$ cat src/rtl/bat_program_loader.sv
// BatAmateur program loader: parses a segmented image from a valid/ready stream,
// writes each segment through a dedicated memory port and holds the CPU halted until the terminator.
module bat_program_loader #(
   parameter int DATA_WIDTH    = 16,
   parameter int ADDRESS_WIDTH = 16
) (
   input  logic                     CLK,
   input  logic                     RESET_N,
   input  logic                     START,
   input  logic [DATA_WIDTH-1:0]    IN_DATA,
   input  logic                     IN_VALID,
   output logic                     IN_READY,
   output logic                     MEM_WE,
   output logic [ADDRESS_WIDTH-1:0] MEM_ADDRESS,
   output logic [DATA_WIDTH-1:0]    MEM_DATA,
   output logic                     HALT,
   output logic [ADDRESS_WIDTH-1:0] ENTRY_ADDRESS,
   output logic                     DONE,
   output logic                     ERROR,
   output logic [DATA_WIDTH-1:0]    WORDS_LOADED
);

   typedef enum logic [2:0] {
      S_IDLE,
      S_GET_ADDR,
      S_GET_COUNT,
      S_DATA,
      S_GET_CSUM,
      S_RUN,
      S_ERROR
   } state_t;

   state_t                   state;
   logic [ADDRESS_WIDTH-1:0] ptr;
   logic [DATA_WIDTH-1:0]    remaining;
   logic [DATA_WIDTH-1:0]    sum;
   logic [ADDRESS_WIDTH-1:0] hdr_addr;
   logic [DATA_WIDTH-1:0]    csum_total;
   logic                     xfer;

   // Header address words are truncated (or zero-extended) to the memory address width.
   generate
      if (ADDRESS_WIDTH <= DATA_WIDTH) begin : g_addr_trunc
         assign hdr_addr = IN_DATA[ADDRESS_WIDTH-1:0];
      end else begin : g_addr_ext
         assign hdr_addr = {{(ADDRESS_WIDTH-DATA_WIDTH){1'b0}}, IN_DATA};
      end
   endgenerate

   assign IN_READY   = (state == S_GET_ADDR) || (state == S_GET_COUNT) ||
                       (state == S_DATA)     || (state == S_GET_CSUM);
   assign xfer       = IN_VALID && IN_READY;
   assign csum_total = sum + IN_DATA;

   always_ff @(posedge CLK or negedge RESET_N) begin
      if (!RESET_N) begin
         state         <= S_IDLE;
         ptr           <= '0;
         remaining     <= '0;
         sum           <= '0;
         MEM_WE        <= 1'b0;
         MEM_ADDRESS   <= '0;
         MEM_DATA      <= '0;
         HALT          <= 1'b1;
         ENTRY_ADDRESS <= '0;
         DONE          <= 1'b0;
         ERROR         <= 1'b0;
         WORDS_LOADED  <= '0;
      end else begin
         MEM_WE <= 1'b0;
         case (state)
            S_IDLE, S_RUN, S_ERROR: begin
               if (START) begin
                  state        <= S_GET_ADDR;
                  HALT         <= 1'b1;
                  DONE         <= 1'b0;
                  ERROR        <= 1'b0;
                  WORDS_LOADED <= '0;
               end
            end
            S_GET_ADDR: begin
               if (xfer) begin
                  ptr   <= hdr_addr;
                  sum   <= '0;
                  state <= S_GET_COUNT;
               end
            end
            S_GET_COUNT: begin
               if (xfer) begin
                  remaining <= IN_DATA;
                  if (IN_DATA == '0) begin
                     // Terminator: its address word is the entry point.
                     ENTRY_ADDRESS <= ptr;
                     HALT          <= 1'b0;
                     DONE          <= 1'b1;
                     state         <= S_RUN;
                  end else begin
                     state <= S_DATA;
                  end
               end
            end
            S_DATA: begin
               if (xfer) begin
                  MEM_WE       <= 1'b1;
                  MEM_ADDRESS  <= ptr;
                  MEM_DATA     <= IN_DATA;
                  ptr          <= ptr + ADDRESS_WIDTH'(1);
                  sum          <= csum_total;
                  remaining    <= remaining - DATA_WIDTH'(1);
                  WORDS_LOADED <= WORDS_LOADED + DATA_WIDTH'(1);
                  if (remaining == DATA_WIDTH'(1))
                     state <= S_GET_CSUM;
               end
            end
            S_GET_CSUM: begin
               if (xfer) begin
                  if (csum_total == '0) begin
                     state <= S_GET_ADDR;
                  end else begin
                     ERROR <= 1'b1;
                     state <= S_ERROR;
                  end
               end
            end
            default: state <= S_IDLE;
         endcase
      end
   end

endmodule
$ cat config.mk
export PLATFORM = sky130hd
export DESIGN_NAME = bat_program_loader
export DESIGN_NICKNAME = d
export VERILOG_FILES = /design/src/rtl/bat_program_loader.sv
export SDC_FILE = /design/constraint.sdc
export NUM_CORES = 1
export LEC_CHECK = 0
export ABC_AREA = 1
export CORE_ASPECT_RATIO = 0.7
export CORE_MARGIN = 1.5
export CORE_UTILIZATION = 60
export DETAILED_ROUTE_END_ITERATION = 16
export PLACE_DENSITY = 0.91
export SYNTH_ARGS = -nofsm -noshare
export SYNTH_HDL_FRONTEND = slang
export SYNTH_SLANG_ARGS = --single-unit
export TNS_END_PERCENT = 30
$ cat constraint.sdc
create_clock -name CLK -period 5.37 [get_ports CLK]
set_input_delay 1.074 -clock CLK [delete_from_list [all_inputs] [get_ports CLK]]
set_output_delay 1.074 -clock CLK [all_outputs]
set_load 0.03 [all_outputs]
* After elaboration in Yosys (flattened, before gate mapping)
Cells that the tools add are included.
** Cells by class
- Add/subtract/negate cells :: 4
- Reduce and logical (&&, ||, !) cells :: 21
- Mux-type cells :: 33
- Eq/ne operators :: 15
** Operator list (number)
- one-hot mux 16 bit (2 select lines) :: 4
- 2-to-1 mux 16 bit :: 7
- adder 16 x 1 -> 16 bit (second input constant) :: 2
- zero test 16 bit :: 2
- 2-to-1 mux 3 bit :: 8
- adder 16 bit :: 1
- equality test 16 x 1 -> 1 bit (second input constant) :: 1
- subtractor 16 x 1 -> 16 bit (second input constant) :: 1
- one-hot mux 3 bit (5 select lines) :: 1
- inequality test 2 bit (second input constant) :: 6
- AND reduction 3 bit :: 4
- 2-to-1 mux 1 bit :: 10
- nonzero test 2 bit :: 5
- equality test 3 bit (second input constant) :: 3
- AND reduction 4 bit :: 2
- equality test 3 x 2 -> 1 bit (second input constant) :: 2
- one-hot mux 1 bit (2 select lines) :: 3
- AND reduction 6 bit :: 1
- inequality test 2 x 1 -> 1 bit (second input constant) :: 2
- equality test 3 x 1 -> 1 bit (second input constant) :: 1
- zero test 3 bit :: 1
- logical OR 1 bit :: 3
- OR reduction 3 bit :: 1
- AND reduction 2 bit :: 1
- logical AND 1 bit :: 1
** Word-level totals
- Input bits :: 20
- Logic and storage cells :: 85
- Register bits :: 119
- Output and inout port bits :: 69

* Depth between registers and ports, before layout
Gate-level depths: netlist of the first run.
- Word-level depth :: 7
- Mapped depth :: 17
- Mapped depth without buffers :: 17

* Worst setup path after synthesis of the first run
OpenSTA, ideal clock, no wires.
- Path type :: input to register
- Start :: input IN_DATA[0]
- End :: register ERROR
- Buffers on the path :: 0
- Slack :: 2.602 ns
- Arrival :: 2.650 ns
- Required time :: 5.252 ns
- Stages on the path :: 15
- Library setup time :: 0.118 ns
- Path through :: ha_1 > fa_1 > nand3_1 > nand3_1 > inv_1 > or2_2 > nand3_1 > nor2_1 > nand2_1 > nor2_1 > nand3_1 > nand2_1 > nand2_1 > nand3_1 > nand2_1
** Between the ends
- Longest elaborated chain between the ends :: 4
** Ends and longest elaborated chain
- start, declared :: line 10 : input logic [DATA_WIDTH-1:0] IN_DATA,
- adder 16 bit :: line 53 : assign csum_total = sum + IN_DATA;
- zero test 16 bit :: line 117 : if (csum_total == '0) begin
- inequality test 2 bit (no line)
- AND reduction 4 bit (no line)
- end signal, assigned :: line 67 : ERROR <= 1'b0;
- end signal, assigned :: line 77 : ERROR <= 1'b0;
- end signal, assigned :: line 120 : ERROR <= 1'b1;
- end, declared :: line 19 : output logic ERROR,
No other way between the ends.
A chain may end at the register's enable or synchronous reset.

* Worst setup path in the final report of the first run
- Start :: input IN_DATA[4]
- End :: register state[1]
** Between the ends
- Longest elaborated chain between the ends :: 5
- Elaborated cells between the ends (all ways) :: 8
- Classes of those cells :: add/sub (1); mux (5); reduce/logical (2)
** Ends and longest elaborated chain
- adder 16 bit :: line 53
- zero test 16 bit :: line 117
- 2-to-1 mux 3 bit :: line 117
- 2-to-1 mux 3 bit :: line 116 : if (xfer) begin
- one-hot mux 3 bit (5 select lines) * :: line 71 : case (state)
- end signal, assigned :: line 74 : state <= S_GET_ADDR;
- end signal, assigned :: line 118 : state <= S_GET_ADDR;
- end signal, assigned :: line 121 : state <= S_ERROR;
- end, declared :: line 33 : state_t state;
Every way passes the cells marked *; elsewhere a longest branch is shown, timed or not. The select of a mux whose other input is x is not followed.

==> key figures, run 1 <==
Clock network
  • CTS Sinks: 119
  • Worst-path clk slew: 0.06 ns
  • Post-CTS sizing: 0
  • H-tree levels: 4
  • Root Buffer: clkbuf_16
  • CTS buffer count: 17
  • Hold_buf cts: 0
  • Clock Path Buffers: 2
  • CTS tree: built
  • Clock latency on the worst-skew pair: 0.43 ns
  • # Post-CTS Setup Buffers: 0

Synthesis
  • Synth Area in XOR/XNOR: 0.0188
  • Area share of the largest cell type after synthesis: 0.452
  • Top cells by area, synth: dfrtp_1 (45%), nand2_1 (13%), o21ai_0 (7.9%), inv_1 (7.1%), nor2_1 (4.3%)
  • Synthesis-stage register bit count: 119
  • Post-synth top flop: dfrtp_1
  • Cell taking the most area after synthesis: dfrtp_1
  • Synth Area in Compound Gates: 0.148
  • Avg Synthesized Cell Area: 7.53 sq um
  • Largest family of logic cells by synthesized area: simple AND/OR/NAND/NOR gates
  • Post-synthesis instance total: 868
  • Post-synthesis sequential area ratio: 0.456
  • Post-synthesis async set-or-reset flop share: 1.00
  • Simple-Gate Fraction of Synth Area: 0.251
  • Post-synth EDFFs: 0
  • Mapped cell area: 0.00654 sq mm
  • Synth cell types: 44
  • Synth Area in Adders: 0.0394
  • Syn Nets: 908
  • Synthesis Warnings: 0
  • Post-synthesis mux area share: 0

Routing
  • Vias per cell: 5.84
  • Routed WL: 18.0 mm
  • TritonRoute pass-1 iters: 7
  • DRC: 0
  • Via count: 6425
  • WL/cell: 16.4 um
  • Remaining antenna violation count after routing: 0
  • Initial drt markers: 696

Timing
  • Clock period minus worst slack: 3.31 ns
  • Worst Setup Slack, final: 2.06 ns
  • Fin. max-slew vios: 0
  • Slew of the pin with the lowest slew margin: 1.11 ns
  • Setup_tns: 0 ns
  • Post-Route Skew: 0.00909 ns
  • Final Hold Vio Count: 0
  • Setup violators final: 0
  • Final period utilization: 0.617
  • Slew Limit Headroom: 0.259
  • Unrepaired setup endpoints after global routing: no
  • Fmax: 302 MHz

Die
  • Core Region: 0.0105 sq mm
  • Initial Utilization: 0.624
  • IO Pins: 89
  • Die footprint: 0.0115 sq mm
  • Site Rows: 31
  • Die Y-Extent: 90.3 um
  • Die X-Extent: 128 um

Critical path
  • Crit path capture type: flip-flop
  • CP cell instances: clkdlybuf4s50_1, ha_1, nand2_1, nor2_1, nand2_1, nand3_1, nand2_1, nand2_1, nand2_1, nand2_1, nand2_1, nor2_1, nand3_1, nand2_1, nand2_1, nand2_1, o21ai_0
  • Critical-path top delay cell: clkdlybuf4s50_1
  • Worst Path Required: 5.66 ns
  • Worst-path maximum fanout: 5
  • CP max stage delay: 0.48 ns
  • Kind of critical path: in2reg
  • Arrival time at the worst endpoint: 3.60 ns
  • Crit-path most repeated cell: nand2_1
  • CP Launch Type: input pin

Place
  • Dpl ws: 1.78 ns
  • Post-DP HPWL: 12.4 mm
  • Input/output buffers: 88
  • Final GP Congestion: 0.953

Cells and area
  • Most common cell after layout, fill and taps aside: nand2_1
  • Share of cells above drive strength 1: 0.0589
  • Register Area: 0.00298 sq mm
  • Most frequent cells in the layout: nand2_1 (232), inv_1 (123), dfrtp_1 (118)
  • Fin nets: 995
  • # diodes: 0
  • Fillers: 749
  • Area grow syn2layout: 24.3%
  • Area of the multi-input gates: 0.00299 sq mm

Job
  • Max-cap violations: 0

Pwr
  • Maximum VDD drop: 0.324 mV
  • PnR Total Power: 4700 uW
  • Power Dens Cells: 578 mW/mm^2
  • Total leakage power: 0.00402 uW

GRT
  • Total grt overflow: 0
  • Overall routing resource usage: 0.328
  • Largest net degree at the start of global routing: 65
  • Initial antenna violation count: 0
  • First-pass GRT wire length: 29.4 mm
  • Vias in the first global route: 5875

Run status
  • Status: completed

Min path
  • Hold Path Class: reg2reg
[where the power goes]
part           switching, uW  total, uW  leakage, uW  internal (uW)
sequential               227       1430      0.00155           1200
combinational           1390       2100      0.00218            715
clock                    439       1170     0.000291            733
total                   2050       4700      0.00402           2650
[sequential cells by signal, summed over array words and instances (netlist names)]
| signal | flops |
|---|---|
| remaining | 16 |
| state | 3 |
| MEM_ADDRESS | 16 |
| HALT | 1 |
| WORDS_LOADED | 16 |
| ERROR | 1 |
| sum | 16 |
| MEM_DATA | 16 |
| MEM_WE | 1 |
| DONE | 1 |
| ptr | 16 |
| ENTRY_ADDRESS | 16 |
[routing by layer]
metal	share of wire	up-vias	track usage	wire length [um]
met5	0	-	0	0
met4	0.023	0	0.104	409
met3	0.12	47	0.0806	2100
met2	0.42	428	0.463	7630
met1	0.44	2972	0.497	7890
li1	-	2978	-	-
[path summary, 6_finish.rpt]
path                                 start                to  slack, ns  cells past startpoint
hold / removal             MEM_ADDRESS[12]   MEM_ADDRESS[12]       0.48                      2
setup reg to reg                  state[1]  WORDS_LOADED[15]       2.23                     14
hold reg to reg            MEM_ADDRESS[12]   MEM_ADDRESS[12]       0.48                      2
min in group asynchronous          RESET_N      MEM_DATA[13]       0.74                      1
max in group asynchronous          RESET_N       MEM_DATA[3]       3.38                      2
setup / recovery                IN_DATA[4]          state[1]       2.06                     17
[critical path, delay by kind of cell]
kind	cells	cell delay (ns)
and+or+nand+nor	14	1.54
adders and majority gates	1	0.42
buffers and inverters	1	0.48
AOI/OAI and AO/OA	1	0.08
[through the flow]
stage	std cells	hold WS, ns	cell area [sq um]	utilization
after detailed placement	1068	0.470	7510	0.718
final	1100	0.480	8120	0.775
after CTS	1100	0.483	8120	0.775
after global routing	1100	0.501	8120	0.775
after global placement	1068	0.465	7510	0.718
after floorplan	868	0.453	6540	-
[logic make-up (layout without fill, tap and decap cells)]
| kind of cell | Yosys count | after routing |
|---|---|---|
| buffers and inverters | 151 | 251 |
| AO/OA/AOI/OAI | 178 | 178 |
| XOR/XNOR | 14 | 14 |
| flip-flops | 119 | 119 |
| adder cells (fa/ha/maj) | 20 | 20 |
| AND/OR/NAND/NOR | 386 | 386 |
[layout make-up]
type,count,share of cell area
multi-input cells,598,0.368
flip-flops and latches,119,0.367
repair buffers,92,0.112
inverters,127,0.0587
clock buffers,18,0.0529
clock inverters,14,0.0217
well taps,132,0.0203
[cells in the mapped netlist (all sizes together) (6+ instances only)]
cell type    n
inv        126
o21ai      107
nand4       13
nor2        79
clkbuf      20
a21oi       46
nand3       36
dfrtp      118
nor3        11
nand2      238
ha          19
xnor2        6
xor2         8
(Power assumes the default switching activity.)
==> inputs of run 2 (changes only) <==
--- a/config.mk
+++ b/config.mk
@@ -8,9 +8,9 @@
 export ABC_AREA = 1
 export CORE_ASPECT_RATIO = 0.7
 export CORE_MARGIN = 1.5
-export CORE_UTILIZATION = 60
+export CORE_UTILIZATION = 56
 export DETAILED_ROUTE_END_ITERATION = 16
-export PLACE_DENSITY = 0.91
+export PLACE_DENSITY = 0.86
 export SYNTH_ARGS = -nofsm -noshare
 export SYNTH_HDL_FRONTEND = slang
 export SYNTH_SLANG_ARGS = --single-unit
==> constraint.sdc (replaced) <==
create_clock -name CLK -period 3.5 [get_ports CLK]
set_input_delay 0.7 -clock CLK [delete_from_list [all_inputs] [get_ports CLK]]
set_output_delay 0.7 -clock CLK [all_outputs]
set_load 0.03 [all_outputs]
==> key figures, run 2 (synthesized netlist as in run 1, its figures left out) <==
GRT
  • M1 GR Usage: 0.441
  • Initial antenna violation count: 0
  • First-pass GRT wire length: 29.6 mm
  • Largest net degree at the start of global routing: 89
  • Vias in the first global route: 5910
  • GRT busiest layer: met1
  • Met2 GRT Util: 0.438
  • Met3 Use GR: 0.0997
  • Overall routing resource usage: 0.307
  • Total grt overflow: 0

Run status
  • Status: completed

Cells and area
  • Most frequent cells in the layout: nand2_1 (232), inv_1 (123), dfrtp_1 (118)
  • Share of cells above drive strength 1: 0.0647
  • Fin cells: 1126
  • Cell area after layout: 0.00820 sq mm
  • Most common cell after layout, fill and taps aside: nand2_1
  • Area grow syn2layout: 25.5%
  • # diodes: 0
  • Fin nets: 1000
  • Post-Route Utilization: 0.734

Clock network
  • CTS Sinks: 119
  • Clock latency on the worst-skew pair: 0.42 ns
  • Hold_buf cts: 0
  • Post-CTS sizing: 0
  • CTS buffer count: 17
  • Root Buffer: clkbuf_16
  • H-tree levels: 4
  • Worst-path clk slew: 0.06 ns
  • # Post-CTS Setup Buffers: 0
  • CTS tree: built
  • Clock Path Buffers: 2

Die
  • Die Y-Extent: 93.4 um
  • Initial Utilization: 0.585
  • Die footprint: 0.0123 sq mm
  • IO Pins: 89
  • Die X-Extent: 132 um
  • Site Rows: 32
  • Core Region: 0.0112 sq mm

Pwr
  • Total leakage power: 0.00405 uW
  • Sw frac: 0.434
  • Clock share of power: 0.256
  • Logic pwr share: 0.443
  • Maximum VDD drop: 0.687 mV
  • Power Dens Cells: 883 mW/mm^2
  • Sequential power share: 0.301
  • Switch Pwr: 3150 uW
  • Int Pwr: 4100 uW

Routing
  • TritonRoute pass-1 iters: 6
  • Via count: 6326
  • Routed WL: 17.8 mm
  • WL/cell: 15.8 um
  • Vias per cell: 5.62
  • Initial drt markers: 708
  • Remaining antenna violation count after routing: 0
  • DRC: 0

Critical path
  • CP Depth: 16
  • Crit path capture type: flip-flop
  • WP buf/inv: 2
  • Kind of critical path: in2reg
  • CP cell instances: clkdlybuf4s50_1, ha_1, fa_1, nand3_1, nand3_1, inv_1, or2_2, nand3_1, nor2_1, nand2_1, nor2_1, nand3_1, nand2_1, nand3_1, nand2_1, nand2_1
  • CP Launch Type: input pin
  • Worst Path Required: 3.81 ns
  • Arrival time at the worst endpoint: 3.30 ns
  • CP delay by family, top: simple AND/OR/NAND/NOR gates
  • Worst R2R Start: sum[0]
  • Slack of the worst reg-to-reg path: 0.93 ns
  • Worst-path maximum fanout: 4
  • Crit-path most repeated cell: nand3_1
  • Worst r2r path cells: 15
  • R2r endpoint: state[2]
  • CP max stage delay: 0.47 ns
  • Critical-path top delay cell: clkdlybuf4s50_1

Timing
  • Slew Limit Headroom: 0.262
  • Final period utilization: 0.854
  • Setup_tns: 0 ns
  • Final Hold Vio Count: 0
  • Unrepaired setup endpoints after global routing: no
  • Clock period minus worst slack: 2.99 ns
  • Hold slack final: 0.471 ns
  • Fin. max-slew vios: 0
  • Fmax: 334 MHz
  • Post-Route Skew: 0.00798 ns
  • Slew of the pin with the lowest slew margin: 1.11 ns
  • Setup violators final: 0

Place
  • Final GP Congestion: 0.950
  • Placed cell areas: 0.00758 sq mm
  • Cells after DPL: 1094
  • Post-DP HPWL: 12.4 mm
  • Input/output buffers: 88

Job
  • Max-cap violations: 0

Min path
  • Hold Path Class: in2async
==> run 2: cell count changes in the layout (fill, tap and decap cells not counted), moves of 2 or more <==
cell      previous run  this run
buf_4                5        10
inv_6                2         5
clkinv_2             2         0
clkinv_4             5         3
==> run 2: how the worst max path moves through the flow <==
| stage | endpoint | from |
|---|---|---|
| 2_1_floorplan | ERROR | IN_DATA[0] |
| 3_3_place_gp | state[2] | IN_DATA[0] |
| 3_5_place_dp | state[1] | IN_DATA[0] |
| 4_1_cts | state[2] | IN_DATA[0] |
| 5_1_grt | state[2] | IN_DATA[0] |
| 6_report | state[2] | IN_DATA[0] |
==> run 2: layer usage <==
layer / routed length (um) / vias up
li1: - / 2993
met1: 8030 / 2931
met2: 7380 / 361
met3: 2050 / 41
met4: 378 / 0
met5: 0 / -
==> run 2: metrics by stage <==
| stage | setup slack [ns] | total power [uW] |
|---|---|---|
| 2_1_floorplan | 1.11 | 4280 |
| 3_3_place_gp | 0.301 | 5200 |
| 3_5_place_dp | 0.251 | 5290 |
| 4_1_cts | 0.588 | 7190 |
| 5_1_grt | 0.361 | 7720 |
| 6_report | 0.510 | 7250 |
==> run 2: power groups by stage <==
stage	combinational, uW	sequential (uW)	clock (uW)
after global placement	3040	2160	0
final	3210	2180	1850
after floorplan	1800	2480	0
after detailed placement	3110	2180	0
after global routing	3550	2240	1930
after CTS	3160	2170	1860
==> run 2: final cells by class <==
type / count / area, sq um
fillers: 825 / 2970
clock inverters: 14 / 186
clock buffers: 18 / 439
repair buffers: 97 / 946
well taps: 153 / 191
multi-input cells: 598 / 2990
flip-flops and latches: 119 / 2980
inverters: 127 / 477
==> inputs of run 3 (changes only) <==
--- a/config.mk
+++ b/config.mk
@@ -8,9 +8,10 @@
 export ABC_AREA = 1
 export CORE_ASPECT_RATIO = 0.7
 export CORE_MARGIN = 1.5
-export CORE_UTILIZATION = 56
+export CORE_UTILIZATION = 45
 export DETAILED_ROUTE_END_ITERATION = 16
-export PLACE_DENSITY = 0.86
+export PLACE_DENSITY = 0.73
+export SLEW_MARGIN = 20
 export SYNTH_ARGS = -nofsm -noshare
 export SYNTH_HDL_FRONTEND = slang
 export SYNTH_SLANG_ARGS = --single-unit
==> key figures, run 3 (synthesized netlist as in run 1, its figures left out) <==
Routing
  • DRC: 0
  • Vias per cell: 5.20
  • WL/cell: 15.1 um
  • Via count: 6053
  • Routed WL: 17.6 mm
  • TritonRoute pass-1 iters: 5
  • Remaining antenna violation count after routing: 0
  • Initial drt markers: 551

Die
  • Site Rows: 36
  • Die Y-Extent: 104 um
  • Die footprint: 0.0153 sq mm
  • Die X-Extent: 147 um
  • IO Pins: 89
  • Core Region: 0.0141 sq mm
  • Initial Utilization: 0.465

Clock network
  • CTS buffer count: 17
  • CTS Sinks: 119
  • H-tree levels: 4
  • Hold_buf cts: 0
  • Worst-path clk slew: 0.06 ns
  • Post-CTS sizing: 0
  • Clock latency on the worst-skew pair: 0.42 ns
  • Root Buffer: clkbuf_16
  • Clock Path Buffers: 2
  • CTS tree: built
  • # Post-CTS Setup Buffers: 0

Place
  • Input/output buffers: 88
  • Cells after DPL: 1131
  • Post-DP HPWL: 12.7 mm
  • Final GP Congestion: 0.909
  • Dpl ws: 0.232 ns

Critical path
  • Crit-path most repeated cell: nand3_1
  • Crit path capture type: flip-flop
  • Kind of critical path: in2reg
  • Arrival time at the worst endpoint: 3.27 ns
  • CP max stage delay: 0.49 ns
  • CP cell instances: clkdlybuf4s50_1, ha_1, fa_1, nand3_1, nand3_1, inv_1, or2_2, nand3_1, nor2_1, nand2_1, nor2_1, nand3_1, nand2_1, nand3_1, nand2_1, nand2_1
  • CP Launch Type: input pin
  • Critical-path top delay cell: clkdlybuf4s50_1
  • Worst-path maximum fanout: 4
  • Worst Path Required: 3.81 ns

Timing
  • Setup_tns: 0 ns
  • Worst Setup Slack, final: 0.536 ns
  • Fmax: 337 MHz
  • Setup violators final: 0
  • Unrepaired setup endpoints after global routing: no
  • Final Hold Vio Count: 0
  • Hold slack final: 0.275 ns
  • Clock period minus worst slack: 2.96 ns
  • Fin. max-slew vios: 0
  • Post-Route Skew: 0.00799 ns
  • Final period utilization: 0.847
  • Slew Limit Headroom: 0.284
  • Slew of the pin with the lowest slew margin: 1.07 ns

GRT
  • Overall routing resource usage: 0.243
  • Vias in the first global route: 5594
  • Total grt overflow: 0
  • Initial antenna violation count: 0
  • First-pass GRT wire length: 29.3 mm
  • Largest net degree at the start of global routing: 65

Run status
  • Status: completed

Job
  • Max-cap violations: 0

Cells and area
  • Most common cell after layout, fill and taps aside: nand2_1
  • # diodes: 0
  • Fin nets: 1000
  • Fillers: 1301
  • Register Area: 0.00298 sq mm
  • Area grow syn2layout: 25.5%
  • Share of cells above drive strength 1: 0.0647
  • Fin cells: 1163
  • Most frequent cells in the layout: nand2_1 (232), inv_1 (122), dfrtp_1 (118)
  • Area of the multi-input gates: 0.00299 sq mm

Pwr
  • Sequential power share: 0.309
  • Power Dens Cells: 857 mW/mm^2
  • Switch Pwr: 3090 uW
  • Int Pwr: 3940 uW
  • Logic pwr share: 0.454
  • Sw frac: 0.439
  • Total leakage power: 0.00403 uW
  • PnR Total Power: 7030 uW
  • Maximum VDD drop: 0.498 mV
  • Clock share of power: 0.237

Min path
  • Hold Path Class: in2async
-- run 3: cell count changes in the layout (fill, tap and decap cells not counted), moves of 2 or more --
| cell | change |
|---|---|
| bufinv_16 | -2 |
| inv_6 | -3 |
| clkinv_4 | +2 |
| clkinv_2 | +4 |
-- run 3: critical path, delay by kind of cell --
family                   cells  cell delay [ns]
AND/OR/NAND/NOR             12             1.25
adder cells (fa/ha/maj)      2             0.72
buffers and inverters        2             0.59
-- run 3: path summary, 6_finish.rpt --
| kind | startpoint | endpoint | slack, ns | cells past startpoint |
|---|---|---|---|---|
| max | IN_DATA[0] | state[2] | 0.54 | 16 |
| min | RESET_N | MEM_DATA[8] | 0.27 | 1 |
| max reg2reg | sum[0] | state[2] | 0.96 | 15 |
| min reg2reg | ERROR | ERROR | 0.47 | 2 |
| max in group asynchronous | RESET_N | HALT | 2.42 | 2 |
| min in group CLK | ERROR | ERROR | 0.47 | 2 |
-- run 3: cell type report --
class | instances | area share
flip-flops and latches | 119 | 0.363
clock buffers | 18 | 0.0535
multi-input cells | 598 | 0.364
repair buffers | 97 | 0.117
clock inverters | 14 | 0.0154
well taps | 190 | 0.0290
inverters | 127 | 0.0581
-- run 3: layer usage --
| layer | share of wire | wire length (um) | vias up | global-route usage |
|---|---|---|---|---|
| met5 | 0 | 0 | - | 0 |
| met4 | 0.016 | 285 | 0 | 0.0750 |
| met3 | 0.080 | 1400 | 24 | 0.0511 |
| met2 | 0.38 | 6690 | 256 | 0.319 |
| met1 | 0.52 | 9220 | 2782 | 0.391 |
| li1 | - | - | 2991 | - |
-- run 3: per-stage QoR --
stage	instance area, sq um	util
floorplan	6540	-
finish	8200	0.584
global placement	7640	0.543
CTS	8200	0.584
global route	8200	0.584
detailed placement	7640	0.543
-- run 3: power by group through the flow --
stage | Clock (uW) | Sequential, uW | Combinational [uW]
after floorplan | 0 | 2480 | 1800
after global placement | 0 | 2170 | 3080
after detailed placement | 0 | 2180 | 3130
after CTS | 1680 | 2170 | 3160
after global routing | 1750 | 2230 | 3540
final | 1670 | 2170 | 3190
